[src/rtl/ota_cmp_decimator.sv]
// Comparator post-processing: synchronise, debounce, then measure ones-density and
// clean-transition count over a 2^WIN_LOG2-strobe window with a valid/ready result port.
module ota_cmp_decimator #(
  parameter int WIN_LOG2 = 4,
  parameter int DEB_LEN  = 3
) (
  input  logic                i_clk,
  input  logic                i_rst,
  input  logic                i_en,
  input  logic                i_cmp_in,
  input  logic                i_sample_en,
  input  logic                i_start,
  input  logic                i_cont,
  input  logic                i_ovr_clr,
  output logic                o_cmp_sync,
  output logic                o_cmp_clean,
  output logic                o_busy,
  output logic [WIN_LOG2:0]   o_density,
  output logic [7:0]          o_toggles,
  output logic                o_dens_valid,
  input  logic                i_dens_ready,
  output logic                o_overrun
);

  localparam int N = 1 << WIN_LOG2;
  localparam logic [WIN_LOG2-1:0] SAMP_LAST = WIN_LOG2'(N - 1);
  localparam logic [3:0]          DEB_LAST  = 4'(DEB_LEN - 1);

  typedef enum logic {S_IDLE = 1'b0, S_ACQ = 1'b1} state_t;

  state_t              r_state;
  logic                r_sync1, r_sync2, r_clean;
  logic [3:0]          r_deb_cnt;
  logic [WIN_LOG2:0]   r_acc, r_density;
  logic [7:0]          r_tog, r_toggles;
  logic [WIN_LOG2-1:0] r_samp_cnt;
  logic                r_dens_valid, r_overrun;

  state_t              w_state_nxt;
  logic                w_strobe, w_diff, w_flip, w_load, w_accept;
  logic                w_clean_nxt, w_valid_nxt, w_overrun_nxt;
  logic [3:0]          w_deb_nxt;
  logic [WIN_LOG2:0]   w_acc_nxt, w_acc_fin;
  logic [7:0]          w_tog_nxt, w_tog_fin;
  logic [WIN_LOG2-1:0] w_samp_nxt;

  assign w_strobe = i_sample_en & i_en;
  assign w_diff   = r_sync2 ^ r_clean;
  assign w_flip   = w_strobe & w_diff & (r_deb_cnt == DEB_LAST);
  assign w_accept = r_dens_valid & i_dens_ready;

  // Debounce: count consecutive differing strobes, invert on the DEB_LEN-th.
  always_comb begin
    w_clean_nxt = r_clean;
    w_deb_nxt   = r_deb_cnt;
    if (w_strobe) begin
      if (w_flip) begin
        w_clean_nxt = ~r_clean;
        w_deb_nxt   = 4'd0;
      end else if (w_diff) begin
        w_deb_nxt   = r_deb_cnt + 4'd1;
      end else begin
        w_deb_nxt   = 4'd0;
      end
    end else begin
      w_deb_nxt   = r_deb_cnt;
    end
  end

  // Window FSM next-state and accumulators; the final strobe's contribution is folded in.
  always_comb begin
    w_state_nxt = r_state;
    w_acc_nxt   = r_acc;
    w_tog_nxt   = r_tog;
    w_samp_nxt  = r_samp_cnt;
    w_load      = 1'b0;
    w_acc_fin   = r_acc + {{WIN_LOG2{1'b0}}, r_clean};
    w_tog_fin   = (w_flip && (r_tog != 8'hFF)) ? (r_tog + 8'd1) : r_tog;
    case (r_state)
      S_IDLE: begin
        if (i_start && i_en) begin
          w_state_nxt = S_ACQ;
          w_acc_nxt   = '0;
          w_tog_nxt   = 8'd0;
          w_samp_nxt  = '0;
        end else begin
          w_state_nxt = S_IDLE;
        end
      end
      S_ACQ: begin
        if (w_strobe) begin
          if (r_samp_cnt == SAMP_LAST) begin
            w_load      = 1'b1;
            w_acc_nxt   = '0;
            w_tog_nxt   = 8'd0;
            w_samp_nxt  = '0;
            w_state_nxt = i_cont ? S_ACQ : S_IDLE;
          end else begin
            w_acc_nxt   = w_acc_fin;
            w_tog_nxt   = w_tog_fin;
            w_samp_nxt  = r_samp_cnt + {{(WIN_LOG2-1){1'b0}}, 1'b1};
          end
        end else begin
          w_state_nxt = S_ACQ;
        end
      end
      default: begin
        w_state_nxt = S_IDLE;
      end
    endcase
  end

  // Result handshake: a load beats a same-cycle accept; overrun set beats clear.
  always_comb begin
    w_valid_nxt   = r_dens_valid;
    w_overrun_nxt = r_overrun;
    if (w_load) begin
      w_valid_nxt = 1'b1;
    end else if (w_accept) begin
      w_valid_nxt = 1'b0;
    end else begin
      w_valid_nxt = r_dens_valid;
    end
    if (w_load && r_dens_valid && !w_accept) begin
      w_overrun_nxt = 1'b1;
    end else if (i_ovr_clr) begin
      w_overrun_nxt = 1'b0;
    end else begin
      w_overrun_nxt = r_overrun;
    end
  end

  // State and datapath registers with synchronous reset.
  always_ff @(posedge i_clk) begin
    if (i_rst) begin
      r_state      <= S_IDLE;
      r_sync1      <= 1'b0;
      r_sync2      <= 1'b0;
      r_clean      <= 1'b0;
      r_deb_cnt    <= 4'd0;
      r_acc        <= '0;
      r_tog        <= 8'd0;
      r_samp_cnt   <= '0;
      r_density    <= '0;
      r_toggles    <= 8'd0;
      r_dens_valid <= 1'b0;
      r_overrun    <= 1'b0;
    end else begin
      r_state      <= w_state_nxt;
      r_sync1      <= i_cmp_in;
      r_sync2      <= r_sync1;
      r_clean      <= w_clean_nxt;
      r_deb_cnt    <= w_deb_nxt;
      r_acc        <= w_acc_nxt;
      r_tog        <= w_tog_nxt;
      r_samp_cnt   <= w_samp_nxt;
      r_dens_valid <= w_valid_nxt;
      r_overrun    <= w_overrun_nxt;
      if (w_load) begin
        r_density <= w_acc_fin;
        r_toggles <= w_tog_fin;
      end
    end
  end

  assign o_cmp_sync   = r_sync2;
  assign o_cmp_clean  = r_clean;
  assign o_busy       = (r_state == S_ACQ);
  assign o_density    = r_density;
  assign o_toggles    = r_toggles;
  assign o_dens_valid = r_dens_valid;
  assign o_overrun    = r_overrun;

endmodule

[config.mk]
export PLATFORM = sky130hd
export DESIGN_NAME = ota_cmp_decimator
export DESIGN_NICKNAME = d
export VERILOG_FILES = /design/src/rtl/ota_cmp_decimator.sv
export SDC_FILE = /design/constraint.sdc
export NUM_CORES = 1
export LEC_CHECK = 0
export BUFFER_PORTS_ARGS = -buffer_cell sky130_fd_sc_hd__buf_2
export CORE_UTILIZATION = 43
export CTS_BUF_LIST = sky130_fd_sc_hd__clkbuf_8
export DETAILED_ROUTE_END_ITERATION = 6
export GPL_ROUTABILITY_DRIVEN = 0
export PLACE_DENSITY_LB_ADDON = 0.1
export SLEW_MARGIN = 20
export SYNTH_ARGS = -nofsm -noshare
export SYNTH_HDL_FRONTEND = slang
export SYNTH_SLANG_ARGS = --single-unit
[constraint.sdc]
create_clock -name i_clk -period 3.76 [get_ports i_clk]
set_input_delay 0.752 -clock i_clk [delete_from_list [all_inputs] [get_ports i_clk]]
set_output_delay 0.752 -clock i_clk [all_outputs]
set_load 0.02 [all_outputs]
==> results of run 1 <==
worst max path at each step:
stage	endpoint	slack, ns	cells past startpoint	start
floorplan	r_tog[3]	1.67	6	i_en
global placement	r_tog[3]	1.36	4	i_rst
detailed placement	r_tog[4]	1.30	4	i_rst
CTS	r_tog[4]	1.59	5	i_en
global route	r_tog[3]	1.32	5	i_en
finish	r_tog[4]	1.52	4	i_rst
metrics by stage:
step                      std cells  cell area [sq um]  worst slack [ns]  util [%]
after floorplan                 223               1900              1.67         -
after global placement          285               2040              1.36      49.6
after detailed placement        285               2040              1.30      49.6
after CTS                       293               2150              1.59      52.3
after global routing            293               2150              1.32      52.3
final                           293               2150              1.52      52.3
flip-flops by register name, summed over array words and instances, names as in the netlist:
register and count:
r_deb_cnt 4, o_density 5, o_cmp_clean 1, o_dens_valid 1, r_samp_cnt 4, o_cmp_sync 1
r_tog 8, o_toggles 8, r_acc 5, o_overrun 1, o_busy 1, r_sync1 1
placed cells by master, fill, tap and decap left out, types with 6 or more instances in the layout:
cell type  count
ha_1           6
nor3_1         9
buf_2         26
nor2_1        23
a31oi_1        8
dfxtp_1       40
o21ai_0       18
a21oi_1       14
nand2_1       10
nand3_1        8
nor4_1         6
synth_stat cells, types with 3 or more instances:
cell	instances
a41oi_1	4
o21ai_0	18
a31oi_1	8
nor2b_1	3
or3_1	5
xnor2_1	5
nand3_1	8
and3_1	5
nand4_1	3
nor2_1	23
a22oi_1	5
nand2b_1	3
a21oi_1	14
nor4_1	6
clkbuf_1	11
dfxtp_1	40
nand3b_1	5
nor3_1	9
ha_1	6
a311oi_1	4
nand2_1	10
kinds of logic (layout without fill, tap and decap cells):
family / after synthesis / after routing / share of synthesized area, %
compound gates: 63 / 63 / 21.1
buf+inv: 15 / 35 / 3.03
mux: 3 / 3 / 1.64
flops: 40 / 40 / 42.1
simple gates: 91 / 91 / 25.9
xor+xnor: 5 / 5 / 2.30
fa+ha+maj: 6 / 6 / 3.95
per-layer routing:
metal	track usage (%)	part of all wire (%)	up-vias
met2	30.1	43	34
met1	25.9	53	813
met4	8.07	1.2	0
li1	-	-	875
met5	0	0	-
met3	3.95	3.4	6
where the power goes:
part           internal (mW)  switching, mW
logic                0.00979         0.0214
clock network          0.196          0.154
registers              0.426        0.00181
total                  0.632          0.177
critical path, stage by stage:
cell and delay (ns):
buf_2 0.31, nor3_1 0.95, o21ai_0 0.22, a31oi_1 0.21
layout make-up:
cell class                      count  area [sq um]  area share (%)
Timing Repair Buffer               26           130            6.05
Sequential cell                    40           801            37.2
Multi-Input combinational cell    168          1040            48.5
Inverter                            1          3.75           0.174
Clock buffer                        5          68.8            3.20
Tap cell                           50          62.6            2.91
Clock inverter                      3          42.5            1.98
==> summary.txt, run 1 <==
GRT
  – Global-route wire length before repair: around 6700 um
  – Largest net degree at the start of global routing: 39
  – Global route overflow: 0
  – Antenna violations before repair: 0
  – All-Layer GR Usage: about a fifth
  – Vias in the first global route: 1470

Drt
  – DRT Wirelength: roughly 4200 um
  – DR WL/cell: ~14 um
  – DRT antenna net count: 0
  – Drt pass-1 iters: 4
  – DR DRC count: 0
  – DRT iter0 DRCs: between 80 and 90
  – Vias per cell: between 5 and 6
  – Vias: ~1700

Synthesis
  – Post-synthesis sequential area ratio: a little over two fifths
  – Post-synth cell types: 42
  – Fraction of registers with async set/reset: 0%
  – Area share of the largest cell type after synthesis: 42.1%
  – Syn_area_per_cell: between 8 and 9 sq um
  – Post-synth EDFFs: 0
  – Mapped cell area: ~1900 sq um
  – Yosys top cell by area: dfxtp_1
  – Top post-synthesis cells by area: dfxtp_1 42%, o21ai_0 4.7%, nor2_1 4.5%
  – Top FF cell, synth: dfxtp_1
  – Synth Instances: 223
  – Mapped Nets: 238
  – Synth Warn #: 0
  – Yosys reg bits: 40

Timing
  – Pins over their slew limit: 0
  – Skew final: just under 0.01 ns
  – Least-Margin Pin Slew: 1.08 ns
  – Hold WS: 0.454 ns
  – Final Hold Viols: 0
  – Tmin final: 2.24 ns
  – Final TNS setup: 0 ns
  – Fmax: ~0.45 GHz
  – Slew headroom: about 28%
  – RSZ-0062 raised after global routing: no
  – Crit share post-route: around three fifths
  – Final setup viols: 0

Die
  – Die area: between 4000 and 5000 sq um
  – Width of the die: 68.5 um
  – Core Box Area: 4120 sq um
  – Initial Utilization: a little under half
  – IO Pins: 27
  – Die Y: 68.5 um
  – Row count: 23

Setup path
  – Critical path startpoint category: primary input
  – CP Capture Type: flip-flop
  – Crit path DAT: between 2 and 2.5 ns
  – R2R Path Start: r_deb_cnt[0]
  – Maximum fanout along the worst path: 38
  – CP Data Required Time: 3.99 ns
  – R2r setup slk: between 1.5 and 2 ns
  – Worst reg2reg path depth: 6
  – Setup Crit Path Kind: in -> reg
  – Worst reg2reg endpoint: r_tog[4]

Clocking
  – CTS Buf Count: 5
  – Clk root buf: clkbuf_8
  – CTS tree: built
  – Post-CTS setup buffer count: 0
  – Clk pin slew, worst setup/hold paths: around 0.080 ns
  – H-tree depth: 2
  – Max clock buf depth: 2
  – Post-CTS sizing: 0
  – Hold buffers post-CTS: 0
  – Insertion delay to the later sink of the worst-skew pair: roughly 0.30 ns
  – Clock tree sinks: 40

Pwr
  – Static leakage: 0.807 nW
  – VDD IR-drop max: 0.335 mV
  – PD cells: between 300 and 400 nW/um^2
  – Final Total Pwr: just over 0.8 mW

Finish
  – Fill count: 410
  – # diodes: 0
  – Layout Nets: 257
  – Share of layout cells above drive strength 1: 16.5%
  – Area delta synth->final: 13.2%

Worst hold path
  – WHS Endpoint: o_density[1]
  – Hold Crit Depth: 2
  – Min-delay src: o_density[1]
  – Min-delay worst type: reg -> reg

Status
  – Status: finished, final reports clean

Run
  – Max-cap viol count: 0

Place
  – HPWL after DPL: 2880 um
  – IO Port Bufs: 26
(Power assumes the default switching activity.)
==> run 2, diff against run 1 <==
Clock period 3.76 ns to 2.2 ns, I/O delays scaled along.
==> summary.txt, run 2 (same netlist as run 1, synthesis figures left out) <==
Setup path
  – CP Cell Sequence: inv_1 -> ha_1 -> or3b_4 -> or3_4 -> or3_1 -> a311oi_1
  – Setup Crit Path Kind: reg -> reg
  – Worst path max stage delay: 0.44 ns (-0.51 ns)
  – CP Data Required Time: 2.42 ns (-1.57 ns)
  – Slowest stage cell, crit path: or3_4
  – R2R Path Start: r_deb_cnt[0]
  – Critical path startpoint category: flip-flop
  – CP Capture Type: flip-flop
  – Maximum fanout along the worst path: 8 (-79%)
  – Source of the critical timing path: r_deb_cnt[0]
  – Crit path DAT: 2.33 ns (-0.13 ns)

Timing
  – Setup WS post-layout: 0.0878 ns (-1.44 ns)
  – Tmin final: 2.11 ns
  – Final TNS setup: 0 ns (unchanged)
  – Final Hold Viols: 0 (unchanged)
  – Slew headroom: 49.2% (+22 points)
  – Final setup viols: 0 (unchanged)
  – RSZ-0062 raised after global routing: no
  – Crit share post-route: 96.0%
  – Fmax: roughly 0.47 GHz
  – Skew final: 0.0125 ns (+0.00269 ns)
  – Least-Margin Pin Slew: 0.756 ns (-0.322 ns)
  – Pins over their slew limit: 0 (unchanged)

Finish
  – Share of layout cells above drive strength 1: 20.7% (+4.2 points)
  – Fill count: 428 (+4.4%)
  – Most frequent cells in the layout: 40 x dfxtp_1, 26 x buf_2, 23 x nor2_1
  – Cell area after layout: 2230 sq um (+3.5%)
  – # diodes: 0 (unchanged)
  – Layout Nets: 270 (+5.1%)
  – Area delta synth->final: 17.2%
  – Commonest non-fill, non-tap cell in the layout: dfxtp_1

Clocking
  – Clock tree sinks: 40 (unchanged)
  – H-tree depth: 2 (unchanged)
  – Max clock buf depth: 2 (unchanged)
  – Hold buffers post-CTS: 0 (unchanged)
  – CTS Buf Count: 5 (unchanged)
  – CTS tree: built
  – Clk pin slew, worst setup/hold paths: 0.08 ns (about the same)
  – Insertion delay to the later sink of the worst-skew pair: 0.30 ns (about the same)
  – Clk root buf: clkbuf_8

GRT
  – Global-route wire length before repair: 6930 um (+3.4%)
  – Antenna violations before repair: 0 (unchanged)
  – Global route overflow: 0 (unchanged)
  – All-Layer GR Usage: 20.1% (+0.70 points)
  – Largest net degree at the start of global routing: 23 (-41%)
  – Vias in the first global route: 1519 (+3.3%)

Die
  – Core Box Area: 4120 sq um (unchanged)
  – Width of the die: 68.5 um (unchanged)
  – Die area: 4690 sq um (unchanged)
  – IO Pins: 27 (unchanged)
  – Initial Utilization: 46.2% (unchanged)
  – Row count: 23 (unchanged)
  – Die Y: 68.5 um (unchanged)

Drt
  – Drt pass-1 iters: 4 (unchanged)
  – DRT antenna net count: 0 (unchanged)
  – Vias: 1771 (+2.5%)
  – DR WL/cell: 14.0 um (-2.2%)
  – DRT Wirelength: 4280 um (+2.1%)
  – DR DRC count: 0 (unchanged)
  – Vias per cell: 5.79 (-1.9%)
  – DRT iter0 DRCs: 96 (+16%)

Pwr
  – PD cells: 581 nW/um^2 (+55%)
  – Static leakage: 0.869 nW (+7.6%)
  – VDD IR-drop max: 0.415 mV (+24%)

Worst hold path
  – Min-delay worst type: in -> reg
  – Min-delay src: i_cmp_in

Run
  – Max-cap viol count: 0 (unchanged)

Place
  – IO Port Bufs: 26 (unchanged)
  – HPWL after DPL: 3000 um (+4.3%)
  – Placed Area: 2120 sq um (+3.7%)
  – Dpl ws: 0.0895 ns (-1.21 ns)

Status
  – Status: finished, final reports clean
## run 2: cell count changes in the layout (fill, tap and decap cells not counted)
| cell | previous run | this run |
|---|---|---|
| bufinv_16 | 1 | 0 |
| clkinvlp_4 | 1 | 0 |
| clkbuf_8 | 5 | 6 |
| clkbuf_2 | 0 | 1 |
| clkinv_2 | 1 | 2 |
| buf_4 | 0 | 12 |
## run 2: report_power, final
| group | internal (mW) | switching [mW] |
|---|---|---|
| sequential | 0.727 | 0.00310 |
| combinational | 0.0194 | 0.0377 |
| clock | 0.250 | 0.257 |
| total | 0.997 | 0.298 |
## run 2: final cells by class
| type | instances | area, sq um | area share, % |
|---|---|---|---|
| clock inverter | 2 | 10.0 | 0.449 |
| inverter | 1 | 3.75 | 0.168 |
| timing repair buffer | 39 | 225 | 10.1 |
| clock buffer | 6 | 82.6 | 3.71 |
| tap | 50 | 62.6 | 2.81 |
| sequential | 40 | 801 | 35.9 |
| multi-input combinational | 168 | 1040 | 46.8 |
## run 2: routing by layer
layer  GRT usage [%]  vias to the layer above  routed length, um
met5               0                        -                  0
li1                -                      900                  -
met1            26.0                      812               2110
met2            31.4                       52               1870
met3            5.26                        7                235
met4            8.33                        0                 62
## run 2: worst paths after layout
check | to | slack, ns | cells past startpoint
max | o_toggles[0] | 0.09 | 6
min | r_sync1 | 0.36 | 2
max reg2reg | o_toggles[0] | 0.09 | 6
min reg2reg | o_density[1] | 0.45 | 2
## run 2: metrics by stage
stage / util (%) / instances / hold slack, ns / total power [mW]
6_report: 54.2 / 306 / 0.358 / 1.29
2_1_floorplan: - / 223 / 0.414 / 0.784
3_5_place_dp: 51.4 / 295 / 0.440 / 0.804
5_1_grt: 54.2 / 306 / 0.386 / 1.34
3_3_place_gp: 51.4 / 295 / 0.433 / 0.805
4_1_cts: 53.7 / 303 / 0.352 / 1.31
## run 2: what timing repair did
action | 4_1_cts | 5_1_grt
buffers inserted | 0 | 3
endpoints found under the setup margin | 0 | 1
gates resized for setup | 0 | 0
## run 2: worst max-delay path, delay by kind of cell (launching register included)
family	cells	cell delay, ns
AOI/OAI and AO/OA	1	0.25
and+or+nand+nor	3	1.20
adders and majority gates	1	0.18
DFF	1	0.33
buffers and inverters	1	0.09
